## config.mk

```make
export PLATFORM = sky130hd
export DESIGN_NAME = descriptor_reader
export DESIGN_NICKNAME = d
export VERILOG_FILES = /design/src/rtl/descriptor_reader.sv
export SDC_FILE = /design/constraint.sdc
export NUM_CORES = 1
export LEC_CHECK = 0
export ABC_AREA = 1
export CORE_MARGIN = 8
export CORE_UTILIZATION = 25
export DETAILED_ROUTE_END_ITERATION = 12
export MAX_ROUTING_LAYER = met4
export SLEW_MARGIN = 20
export SYNTH_ARGS = -nofsm -noshare
export SYNTH_HDL_FRONTEND = slang
export SYNTH_SLANG_ARGS = --single-unit
```

## constraint.sdc

```tcl
create_clock -name clk_in -period 1.84 [get_ports clk_in]
set_clock_uncertainty 0.05 [all_clocks]
set_input_delay 0.184 -clock clk_in [delete_from_list [all_inputs] [get_ports clk_in]]
set_output_delay 0.184 -clock clk_in [all_outputs]
set_load 0.01 [all_outputs]
```

## src/rtl/descriptor_reader.sv

```systemverilog
// Read side of the descriptor BRAM: fetches packed histogram words one at a time
// and streams their bins over a valid/ready interface, LSB bin first.
module descriptor_reader #(
    parameter int NUM_DESCRIPTORS = 64,
    parameter int NUM_BINS        = 8,
    parameter int BIN_WIDTH       = 2,
    parameter int BRAM_LATENCY    = 2
) (
    input  logic                                   clk_in,
    input  logic                                   rst_in,
    input  logic                                   start,
    input  logic [$clog2(NUM_DESCRIPTORS+1)-1:0]   desc_count,
    output logic [$clog2(NUM_DESCRIPTORS)-1:0]     read_addr,
    input  logic [NUM_BINS*BIN_WIDTH-1:0]          bram_data_in,
    output logic                                   bin_valid,
    input  logic                                   bin_ready,
    output logic [BIN_WIDTH-1:0]                   bin_data,
    output logic [$clog2(NUM_BINS)-1:0]            bin_index,
    output logic [$clog2(NUM_DESCRIPTORS)-1:0]     desc_index,
    output logic                                   bin_last,
    output logic                                   busy,
    output logic                                   done
);

    localparam int W  = NUM_BINS * BIN_WIDTH;
    localparam int CW = $clog2(NUM_DESCRIPTORS + 1);
    localparam int AW = $clog2(NUM_DESCRIPTORS);
    localparam int IW = $clog2(NUM_BINS);
    localparam int LW = $clog2(BRAM_LATENCY + 2);

    localparam logic [CW-1:0] MAX_COUNT  = CW'(NUM_DESCRIPTORS);
    localparam logic [CW-1:0] ZERO_COUNT = CW'(1'b0);
    localparam logic [IW-1:0] LAST_BIN   = IW'(NUM_BINS - 1);
    localparam logic [LW-1:0] LAT_LAST   = LW'(BRAM_LATENCY);

    typedef enum logic [1:0] {
        IDLE   = 2'd0,
        FETCH  = 2'd1,
        SEND   = 2'd2,
        FINISH = 2'd3
    } state_t;

    state_t          state_r;
    state_t          next_state_s;
    logic [CW-1:0]   count_r;
    logic [LW-1:0]   lat_cnt_r;
    logic [W-1:0]    word_r;

    logic            transfer_s;
    logic            last_bin_s;
    logic            last_desc_s;
    logic            fetch_done_s;
    logic [IW-1:0]   next_bin_s;
    logic [CW-1:0]   start_count_s;

    function automatic logic [BIN_WIDTH-1:0] get_bin(input logic [W-1:0] word,
                                                     input logic [IW-1:0] idx);
        logic [W-1:0] shifted;
        shifted = word >> (idx * BIN_WIDTH);
        return shifted[BIN_WIDTH-1:0];
    endfunction

    // Handshake and position decodes shared by the FSM and the datapath.
    always_comb begin
        transfer_s   = bin_valid && bin_ready;
        last_bin_s   = (bin_index == LAST_BIN);
        last_desc_s  = (CW'(desc_index) == (count_r - CW'(1'b1)));
        fetch_done_s = (lat_cnt_r == LAT_LAST);
        next_bin_s   = bin_index + IW'(1'b1);
        if (desc_count > MAX_COUNT) begin
            start_count_s = MAX_COUNT;
        end else begin
            start_count_s = desc_count;
        end
    end

    // State register.
    always_ff @(posedge clk_in or posedge rst_in) begin
        if (rst_in) begin
            state_r <= IDLE;
        end else begin
            state_r <= next_state_s;
        end
    end

    // Next-state logic.
    always_comb begin
        next_state_s = state_r;
        case (state_r)
            IDLE: begin
                if (start) begin
                    if (desc_count == ZERO_COUNT) begin
                        next_state_s = FINISH;
                    end else begin
                        next_state_s = FETCH;
                    end
                end else begin
                    next_state_s = IDLE;
                end
            end
            FETCH: begin
                if (fetch_done_s) begin
                    next_state_s = SEND;
                end else begin
                    next_state_s = FETCH;
                end
            end
            SEND: begin
                if (transfer_s && last_bin_s) begin
                    if (last_desc_s) begin
                        next_state_s = FINISH;
                    end else begin
                        next_state_s = FETCH;
                    end
                end else begin
                    next_state_s = SEND;
                end
            end
            FINISH:  next_state_s = IDLE;
            default: next_state_s = IDLE;
        endcase
    end

    // Address sequencing, word capture and the registered stream outputs.
    always_ff @(posedge clk_in or posedge rst_in) begin
        if (rst_in) begin
            count_r    <= '0;
            lat_cnt_r  <= '0;
            word_r     <= '0;
            read_addr  <= '0;
            desc_index <= '0;
            bin_index  <= '0;
            bin_data   <= '0;
            bin_valid  <= 1'b0;
            bin_last   <= 1'b0;
            busy       <= 1'b0;
            done       <= 1'b0;
        end else begin
            busy <= (next_state_s != IDLE);
            done <= (state_r == FINISH);
            case (state_r)
                IDLE: begin
                    if (start && (desc_count != ZERO_COUNT)) begin
                        count_r    <= start_count_s;
                        read_addr  <= '0;
                        desc_index <= '0;
                        lat_cnt_r  <= '0;
                    end
                end
                FETCH: begin
                    // The BRAM output for read_addr is valid in the final counted cycle.
                    if (fetch_done_s) begin
                        word_r    <= bram_data_in;
                        bin_data  <= bram_data_in[BIN_WIDTH-1:0];
                        bin_index <= '0;
                        bin_valid <= 1'b1;
                        bin_last  <= last_desc_s && (NUM_BINS == 1);
                        lat_cnt_r <= '0;
                    end else begin
                        lat_cnt_r <= lat_cnt_r + LW'(1'b1);
                    end
                end
                SEND: begin
                    if (transfer_s) begin
                        if (last_bin_s) begin
                            bin_valid <= 1'b0;
                            bin_last  <= 1'b0;
                            lat_cnt_r <= '0;
                            if (!last_desc_s) begin
                                desc_index <= desc_index + AW'(1'b1);
                                read_addr  <= read_addr + AW'(1'b1);
                            end
                        end else begin
                            bin_index <= next_bin_s;
                            bin_data  <= get_bin(word_r, next_bin_s);
                            bin_last  <= (next_bin_s == LAST_BIN) && last_desc_s;
                        end
                    end
                end
                FINISH: begin
                    bin_valid <= 1'b0;
                end
                default: begin
                    bin_valid <= 1'b0;
                end
            endcase
        end
    end

endmodule
```

==> results of run 1 <==
==> placed cells by master (no fill, tap or decap) <==
cell / Yosys / final
nor2_1: 25 / 23
o21a_1: 2 / 2
o21ai_2: 1 / 1
buf_6: 2 / 3
buf_12: 0 / 1
nand2_4: 0 / 1
inv_1: 43 / 41
inv_2: 5 / 7
xnor2_1: 1 / 1
o31ai_1: 1 / 1
nand2_1: 104 / 96
ha_1: 11 / 9
nand4_1: 7 / 7
clkdlybuf4s50_1: 0 / 47
nand2_8: 0 / 1
clkbuf_8: 0 / 7
nor3_1: 1 / 1
nor2_2: 2 / 3
buf_4: 1 / 16
o22ai_1: 4 / 4
mux2_1: 1 / 1
ha_4: 0 / 1
o21ai_1: 3 / 3
o21ai_0: 28 / 28
dfrtp_1: 48 / 48
xor2_1: 8 / 8
nor3b_1: 1 / 1
nand3b_1: 2 / 2
a21oi_1: 7 / 7
nand3_1: 24 / 17
ha_2: 0 / 1
nand3_2: 1 / 8
nand3_4: 1 / 1
o221ai_1: 1 / 1
nand2_2: 3 / 9
o211ai_1: 2 / 2
nor2_4: 3 / 4
bufinv_16: 0 / 1
a21oi_4: 1 / 1
==> flip-flops by register name (all words and copies together), names as in the netlist <==
name        count
bin_data        2
bin_index       3
bin_last        1
bin_valid       1
busy            1
count_r         7
desc_index      6
done            1
lat_cnt_r       2
read_addr       6
state_r         2
word_r         16
==> synth_stat cells (all sizes together) <==
master,number
a21oi,8
buf,3
clkbuf,4
dfrtp,48
ha,11
inv,48
mux2,1
nand2,107
nand3,26
nand3b,2
nand4,7
nor2,30
nor3,1
nor3b,1
o211ai,2
o21a,2
o21ai,32
o221ai,1
o22ai,4
o31ai,1
xnor2,1
xor2,8
==> routing by layer <==
layer | GRT usage | share of wire | vias to the layer above
met5 | - | 0 | -
met4 | 0.0351 | 0.016 | 0
met3 | 0.0211 | 0.033 | 8
met2 | 0.167 | 0.49 | 47
met1 | 0.112 | 0.46 | 1124
li1 | - | - | 1245
==> path summary, 6_finish.rpt <==
path	endpoint	cells past startpoint	slack, ps	from
worst max-delay path	desc_index[4]	12	90	count_r[1]
worst min-delay path	word_r[7]	2	140	rst_in
worst max register to register	desc_index[4]	12	90	count_r[1]
worst min register to register	word_r[14]	2	430	word_r[14]
max in group asynchronous	desc_index[4]	3	1090	rst_in
min in group clk_in	word_r[14]	3	360	bram_data_in[14]
==> worst reg2reg max path, stage by stage, from the launching register on <==
cell and delay (ps):
dfrtp_1 390, inv_2 60, ha_4 170, buf_4 140, nand2_2 70, nand3_2 60
nand2_2 70, nand2_2 60, nor2_4 160, nand3_4 140, buf_6 170, nand3_2 60
nand2_1 50
==> final cells by class <==
type,instances,share of cell area
clock inverters,1,0.00810
multi-input cells,245,0.372
clock buffers,7,0.0260
flip-flops and latches,48,0.324
inverters,48,0.0486
well taps,140,0.0472
repair buffers,67,0.174
==> stage by stage <==
stage / instance area [um^2] / power (mW) / worst slack, ps / std cells / setup TNS (ps)
6_report: 3710 / 4.70 / 87.1 / 556 / 0
5_1_grt: 3710 / 5.09 / -24.9 / 556 / -144
4_1_cts: 3570 / 4.50 / 1.97 / 552 / 0
3_5_place_dp: 3430 / 3.61 / -85.3 / 543 / -905
3_3_place_gp: 3430 / 3.56 / -40.0 / 543 / -403
2_1_floorplan: 2710 / 3.02 / 2.34 / 348 / 0
==> cell families (layout without fill, tap and decap cells) <==
group                    Yosys count  in the layout  synth area share
AND/OR/NAND/NOR                  174            174             0.284
buffers and inverters             55            123            0.0831
multiplexers                       1              1           0.00416
adder cells (fa/ha/maj)           11             11            0.0508
XOR/XNOR                           9              9            0.0291
flip-flops                        48             48             0.443
AO/OA/AOI/OAI                     50             50             0.106
==> report_power, final <==
group | switching (mW) | internal, mW | leakage, nW
clock network | 0.368 | 0.480 | 0.0645
registers | 0.217 | 1.39 | 0.617
logic | 1.29 | 0.950 | 1.09
==> what timing repair did <==
action                                  CTS  global route
buffers inserted                          1             4
resized for setup                         0            28
endpoints found under the setup margin   12            15
pin swaps                                 1            10
==> flow_metrics.tcl, run 1 <==
set metrics [dict create \
    antenna_found_initial 0 \
    period_share 0.953 \
    cp_top_family "simple AND/OR/NAND/NOR gates" \
    worst_pin_slew_ps 436 \
    clock_path_buffers 2 \
    ys_seq_elements 48 \
    drive_above_1_share 0.159 \
    cap_violations 0 \
    fin_nets 453 \
    clock.fmax_mhz 570 \
    clk_pin_slew_ps 90 \
    critPathLaunchType "flip-flop" \
    ios 48 \
    netlist_instances 348 \
    grt_pass1_wl_um 11200 \
    start_util 0.253 \
    cp.arrival_ps 1900 \
    yosys_warnings 0 \
    grt_pass1_vias 2388 \
    grt_max_degree 31 \
    status "complete, no violations" \
    synth_area_mm2 0.00271 \
    whs_ps 140 \
    die_h_um 120 \
    final_util 0.347 \
    vdd_ir_drop_max_v 0.000495 \
    route.detailed.drc 0 \
    yosys.area.top_type "dfrtp_1" \
    critPathRequiredTime_ps 1990 \
    overflow 0 \
    layout_min_cycle_time_ps 1750 \
    routed_wirelength_um 6790 \
    die_area_mm2 0.0144 \
    root_buffer "clkbuf_8" \
    regArea_mm2 0.00120 \
    pwr_density_cell_mw_per_mm2 1270 \
    crit_fanout 6 \
    maxSlewViolCount 0 \
    track_usage 0.0983 \
    slowest_delay_ps 390 \
    synth_area_leaders "dfrtp_1 44%, nand2_1 14%, inv_1 6.0%" \
    synth_cell_types 32 \
    num-fill-cells 1095 \
    ctsHoldBuffers 0 \
    setup_viol 0 \
    cp_num_buf_inv 3 \
    numCtsBuffers 5 \
    area_delta_synth_final_pct 36.9 \
    hp-class "primary input to async pin" \
    synth-seq-area-share 0.443 \
    clkLatencyLatePin_ps 310 \
    drt_iter0_drc 107 \
    drt-pass1-iter-count 6 \
    path_common_cell "nand2_2" \
    syn_area_per_cell_um2 7.78 \
    vias 2424 \
    path_class "flip-flop to flip-flop" \
    endpoint_kind "flip-flop" \
    core_area_mm2 0.0107 \
    place.gp.congestion 0.813 \
    n_antenna_cell 0 \
    cts_num_sinks 48 \
    crit_slowest_cell "dfrtp_1" \
    h-tree-depth 2 \
    cts_tree "done" \
    synth_nets 386 \
    avgViaCountPerCell 4.36 \
    antenna_left 0 \
    multi_input_area_mm2 0.00138 \
    rows 38 \
    p_leak_nw 1.77 \
    relSlewSlack 0.709 \
    synth_top_area_share 0.443 \
    path_cells "inv_2, ha_4, buf_4, nand2_2, nand3_2, nand2_2, nand2_2, nor2_4, nand3_4, buf_6, nand3_2, nand2_1" \
    port_buffers 47 \
    wl_per_cell_um 12.2 \
    die_width_um 120 \
    hold_viol 0 \
    place_hpwl_um 5070 \
]
Note: power is estimated with default switching activity, not from simulation.
==> run 2, diff against run 1 <==
Settings changed: PLACE_DENSITY_LB_ADDON set to 0.12, SKIP_LAST_GASP set to 1.
==> run 2 against run 1 <==
Flip-flop and latch count is the same. Design area fell by 1.3%. Global-route usage increased by 0.77 points. Worst hold slack better by 50 ps. Largest power group unchanged. Combinational power fell by 4%. Die area did not move. Sequential power is essentially flat. Register-to-register slack gained 30 ps.
==> flow_metrics.tcl, run 2 (synthesis gave the netlist of run 1 again) <==
set metrics [dict create \
    n_antenna_cell 0 \
    p_leak_nw 1.76 \
    pwr_density_cell_mw_per_mm2 1250 \
    overflow 0 \
    rows 38 \
    cts_tree "done" \
    track_usage 0.106 \
    antenna_found_initial 0 \
    grt_max_degree 25 \
    setup_viol 0 \
    maxSlewViolCount 0 \
    drive_above_1_share 0.130 \
    rsz0062_at_grt "yes" \
    dp_cells 547 \
    cts_num_sinks 48 \
    clk_pin_slew_ps 100 \
    final_util 0.342 \
    root_buffer "clkbuf_8" \
    hp-class "primary input to async pin" \
    instances_no_fill 555 \
    port_buffers 47 \
    start_util 0.253 \
    area_delta_synth_final_pct 35.2 \
    critPathLaunchType "flip-flop" \
    grt_pass1_wl_um 12100 \
    dpl_worst_slack_ps 1.78 \
    largest_reg_flops 16 \
    h-tree-depth 2 \
    status "complete, no violations" \
    core_area_mm2 0.0107 \
    drt-pass1-iter-count 4 \
    clkLatencyLatePin_ps 300 \
    period_share 0.934 \
    clock_path_buffers 2 \
    routed_wirelength_um 7100 \
    relSlewSlack 0.692 \
    path_class "flip-flop to flip-flop" \
    endpoint_kind "flip-flop" \
    fin_nets 452 \
    num-fill-cells 1154 \
    setup_ws_ps 121 \
    route.detailed.drc 0 \
    ctsHoldBuffers 0 \
    ios 48 \
    cp.arrival_ps 1860 \
    place_hpwl_um 5380 \
    die_width_um 120 \
    cts_setup_buffers 0 \
    final_common_cell "nand2_1" \
    drt_iter0_drc 99 \
    numCtsBuffers 5 \
    reg_top3 "word_r: 16 flops, count_r: 7 flops" \
    critPathRequiredTime_ps 1980 \
    total_power_mw 4.56 \
    vias 2401 \
    mostFrequentLayoutCells "103 x nand2_1, 48 x dfrtp_1, 47 x clkdlybuf4s50_1, 41 x inv_1, 28 x o21ai_0" \
    die_h_um 120 \
    antenna_left 0 \
    layout_min_cycle_time_ps 1720 \
    crit_fanout 7 \
    vdd_ir_drop_max_v 0.000556 \
    die_area_mm2 0.0144 \
    top_register "word_r" \
    clock.fmax_mhz 582 \
    cap_violations 0 \
    worst_pin_slew_ps 461 \
    tns_ps 0 \
    grt_pass1_vias 2468 \
    wl_per_cell_um 12.8 \
    hold_viol 0 \
    avgViaCountPerCell 4.33 \
    place.gp.congestion 0.742 \
]
## run 2: cell types whose count changed in the layout (fill, tap and decap cells not counted), sizes merged
cell / delta
clkinv: +2
clkbuf: -2
buf: -1
## run 2: cell type report
class / count / area, um^2 / area share
timing repair buffer: 66 / 662 / 0.181
clock inverter: 3 / 47.5 / 0.0130
sequential: 48 / 1200 / 0.328
tap: 140 / 175 / 0.0478
inverter: 48 / 180 / 0.0492
multi-input combinational: 245 / 1330 / 0.362
clock buffer: 5 / 68.8 / 0.0188
## run 2: routing by layer
layer	vias to the layer above	routed length (um)	global-route usage
met4	0	42	0.0258
met1	1100	3450	0.136
met3	2	284	0.0197
met5	-	0	-
li1	1245	-	-
met2	54	3320	0.169
## run 2: stage by stage
stage / area [um^2] / hold slack [ps]
after CTS: 3610 / 206
after global routing: 3660 / 227
after floorplan: 2710 / 244
after detailed placement: 3490 / 412
final: 3660 / 190
after global placement: 3490 / 408
## run 2: path summary, 6_finish.rpt
check / depth (start not counted) / end / start / slack [ps]
max: 8 / bin_index[2] / state_r[0] / 120
min: 2 / read_addr[0] / rst_in / 190
max reg2reg: 8 / bin_index[2] / state_r[0] / 120
min reg2reg: 2 / word_r[14] / word_r[14] / 430
max in group asynchronous: 3 / desc_index[3] / rst_in / 1100
min in group clk_in: 3 / word_r[3] / bram_data_in[3] / 350
## run 2: repair_timing
item / 4_1_cts / 5_1_grt
pin swaps: 0 / 4
gates cloned: 0 / 0
resized for setup: 1 / 13
endpoints found under the setup margin: 1 / 18
## run 2: power breakdown
| group | switching, mW | internal (mW) | total, mW |
|---|---|---|---|
| combinational | 1.23 | 0.928 | 2.16 |
| clock | 0.393 | 0.410 | 0.803 |
| sequential | 0.211 | 1.39 | 1.60 |
| total | 1.84 | 2.73 | 4.56 |
## run 2: worst max-delay path, stage by stage, from the launching register on
cell	delay (ps)
dfrtp_1	390
inv_1	90
ha_1	230
inv_2	140
nand2_1	80
o21ai_2	80
nand2_2	100
a21oi_4	130
mux2_1	320
==> run 3, diff against run 2 <==
Settings changed: CAP_MARGIN set to 25, CORE_ASPECT_RATIO set to 2, GPL_TIMING_DRIVEN set to 0.
==> run 3 against run 2 <==
Total power grew 12%. Sequential power is essentially flat. Cell count grew 1.1%. Design area rose by 4.0%. Register-to-register slack got worse by 30 ps. Fmax decreased by 1.8%. Sequential share of layout area shrank 1.2 points. Routed wire length up 6.4%. Via count rose by 1.3%. Critical path depth grew 4. First-iteration DRC count is 74% higher. Critical endpoint is now read_addr[3]. Highest routed layer unchanged.
==> flow_metrics.tcl, run 3 (synthesis gave the netlist of run 1 again) <==
set metrics [dict create \
    cp.arrival_ps 1890 \
    worstReg2RegStart "count_r[0]" \
    final_util 0.354 \
    drive_above_1_share 0.166 \
    cts_num_sinks 48 \
    core_area_mm2 0.0107 \
    worst_r2r_path_depth 12 \
    path_common_cell "nand2_1" \
    rrSetupSlack_ps 90 \
    regToRegEndpoint "read_addr[3]" \
    cts_tree "done" \
    period_share 0.951 \
    hp-class "primary input to async pin" \
    slowest_delay_ps 360 \
    crit_fanout 4 \
    place_hpwl_um 5350 \
    clock_path_buffers 2 \
    num-fill-cells 1146 \
    path_cells "inv_2, ha_4, inv_1, nand2_1, nand2_1, nor2_2, nand3_2, nor2_4, nand3_4, buf_6, nand3_1, nand2_1" \
    drt-pass1-iter-count 4 \
    dpl_worst_slack_ps -319 \
    setup_ws_ps 89.4 \
    setup_viol 0 \
    whs_ps 263 \
    area_delta_synth_final_pct 40.5 \
    endpoint_kind "flip-flop" \
    antenna_left 0 \
    clkLatencyLatePin_ps 290 \
    top_register "word_r" \
    status "complete, no violations" \
    vdd_ir_drop_max_v 0.000510 \
    wl_per_cell_um 13.5 \
    routed_wirelength_um 7550 \
    antenna_found_initial 0 \
    die_area_mm2 0.0146 \
    maxSlewViolCount 0 \
    fin_nets 458 \
    rows 54 \
    layout_min_cycle_time_ps 1750 \
    path_class "flip-flop to flip-flop" \
    place.gp.congestion 0.734 \
    die_h_um 163 \
    pwr_density_cell_mw_per_mm2 1340 \
    critPathLaunchType "flip-flop" \
    grt_max_degree 49 \
    overflow 0 \
    cap_violations 0 \
    final_common_cell "nand2_1" \
    die_width_um 89.6 \
    reg_top3 "word_r: 16 flops, count_r: 7 flops" \
    drt_iter0_drc 172 \
    ios 48 \
    h-tree-depth 2 \
    grt_pass1_vias 2374 \
    critPathRequiredTime_ps 1980 \
    numCtsBuffers 5 \
    n_antenna_cell 0 \
    largest_reg_flops 16 \
    worst_pin_slew_ps 639 \
    clk_pin_slew_ps 70 \
    route.detailed.drc 0 \
    clock.fmax_mhz 571 \
    grt_pass1_wl_um 12000 \
    hold_viol 0 \
    root_buffer "clkbuf_16" \
    crit_slowest_cell "dfrtp_1" \
    p_leak_nw 1.80 \
    vias 2433 \
    rsz0062_at_grt "yes" \
    mostFrequentLayoutCells "98 x nand2_1, 47 x dfrtp_1, 47 x clkdlybuf4s50_1, 39 x inv_1, 28 x o21ai_0" \
    avgViaCountPerCell 4.34 \
    track_usage 0.109 \
    start_util 0.252 \
    port_buffers 47 \
    relSlewSlack 0.574 \
]
[run 3: changes by cell type in the layout (fill, tap and decap cells not counted), moves of 4 or more]
| cell | delta |
|---|---|
| nand2_1 | -5 |
| nand2_2 | +4 |
| clkbuf_16 | +5 |
| nor2_4 | +4 |
| clkbuf_8 | -5 |
[run 3: power by group]
part | total, mW | switching, mW | internal [mW] | leakage [nW]
Clock | 1.06 | 0.416 | 0.641 | 0.0808
Combinational | 2.45 | 1.36 | 1.09 | 1.11
Sequential | 1.62 | 0.224 | 1.39 | 0.615
[run 3: area by class of cell]
cell class / count / area [um^2] / area share
inverter: 48 / 185 / 0.0487
clock buffer: 6 / 129 / 0.0339
tap: 140 / 175 / 0.0460
clock inverter: 2 / 35.0 / 0.00920
sequential: 48 / 1200 / 0.316
buffer: 7 / 51.3 / 0.0135
timing repair buffer: 65 / 617 / 0.162
multi-input combinational: 245 / 1410 / 0.371
[run 3: worst max-delay path, delay by kind of cell, from the launching register on]
family | cells | cell delay (ps)
buffers and inverters | 3 | 260
adders and majority gates | 1 | 270
DFF | 1 | 360
and+or+nand+nor | 8 | 700
[run 3: per-layer routing]
| layer | track usage | vias up | share of wire |
|---|---|---|---|
| met3 | 0.0212 | 5 | 0.031 |
| li1 | - | 1254 | - |
| met1 | 0.141 | 1139 | 0.48 |
| met4 | 0.0343 | 0 | 0.014 |
| met2 | 0.166 | 35 | 0.47 |
| met5 | - | - | 0 |
[run 3: worst max-delay path by stage]
| stage | from | end | depth (start not counted) | slack, ps |
|---|---|---|---|---|
| after floorplan | state_r[0] | bin_index[2] | 7 | 2 |
| after CTS | state_r[0] | bin_index[2] | 7 | -120 |
| after detailed placement | state_r[1] | word_r[8] | 6 | -320 |
| after global placement | rst_in | count_r[0] | 2 | -700 |
| after global routing | count_r[0] | desc_index[4] | 13 | -50 |
| final | count_r[0] | read_addr[3] | 12 | 90 |
[run 3: metrics by stage]
| step | area, um^2 | power, mW | instances | TNS, ps |
|---|---|---|---|---|
| detailed placement | 3360 | 3.60 | 535 | -8050 |
| global route | 3810 | 5.54 | 561 | -355 |
| floorplan | 2710 | 3.02 | 348 | 0 |
| CTS | 3550 | 4.72 | 545 | -1790 |
| global placement | 3350 | 3.59 | 535 | -41420 |
| finish | 3810 | 5.12 | 561 | 0 |
[run 3: timing repair]
| action | 4_1_cts | 5_1_grt |
|---|---|---|
| buffers inserted | 2 | 15 |
| pin swaps | 0 | 13 |
| gates cloned | 0 | 1 |
| endpoints found under the setup margin | 42 | 36 |
| hold buffers | 0 | 0 |
| resized for setup | 10 | 33 |
| endpoints found under the hold margin | 0 | 0 |
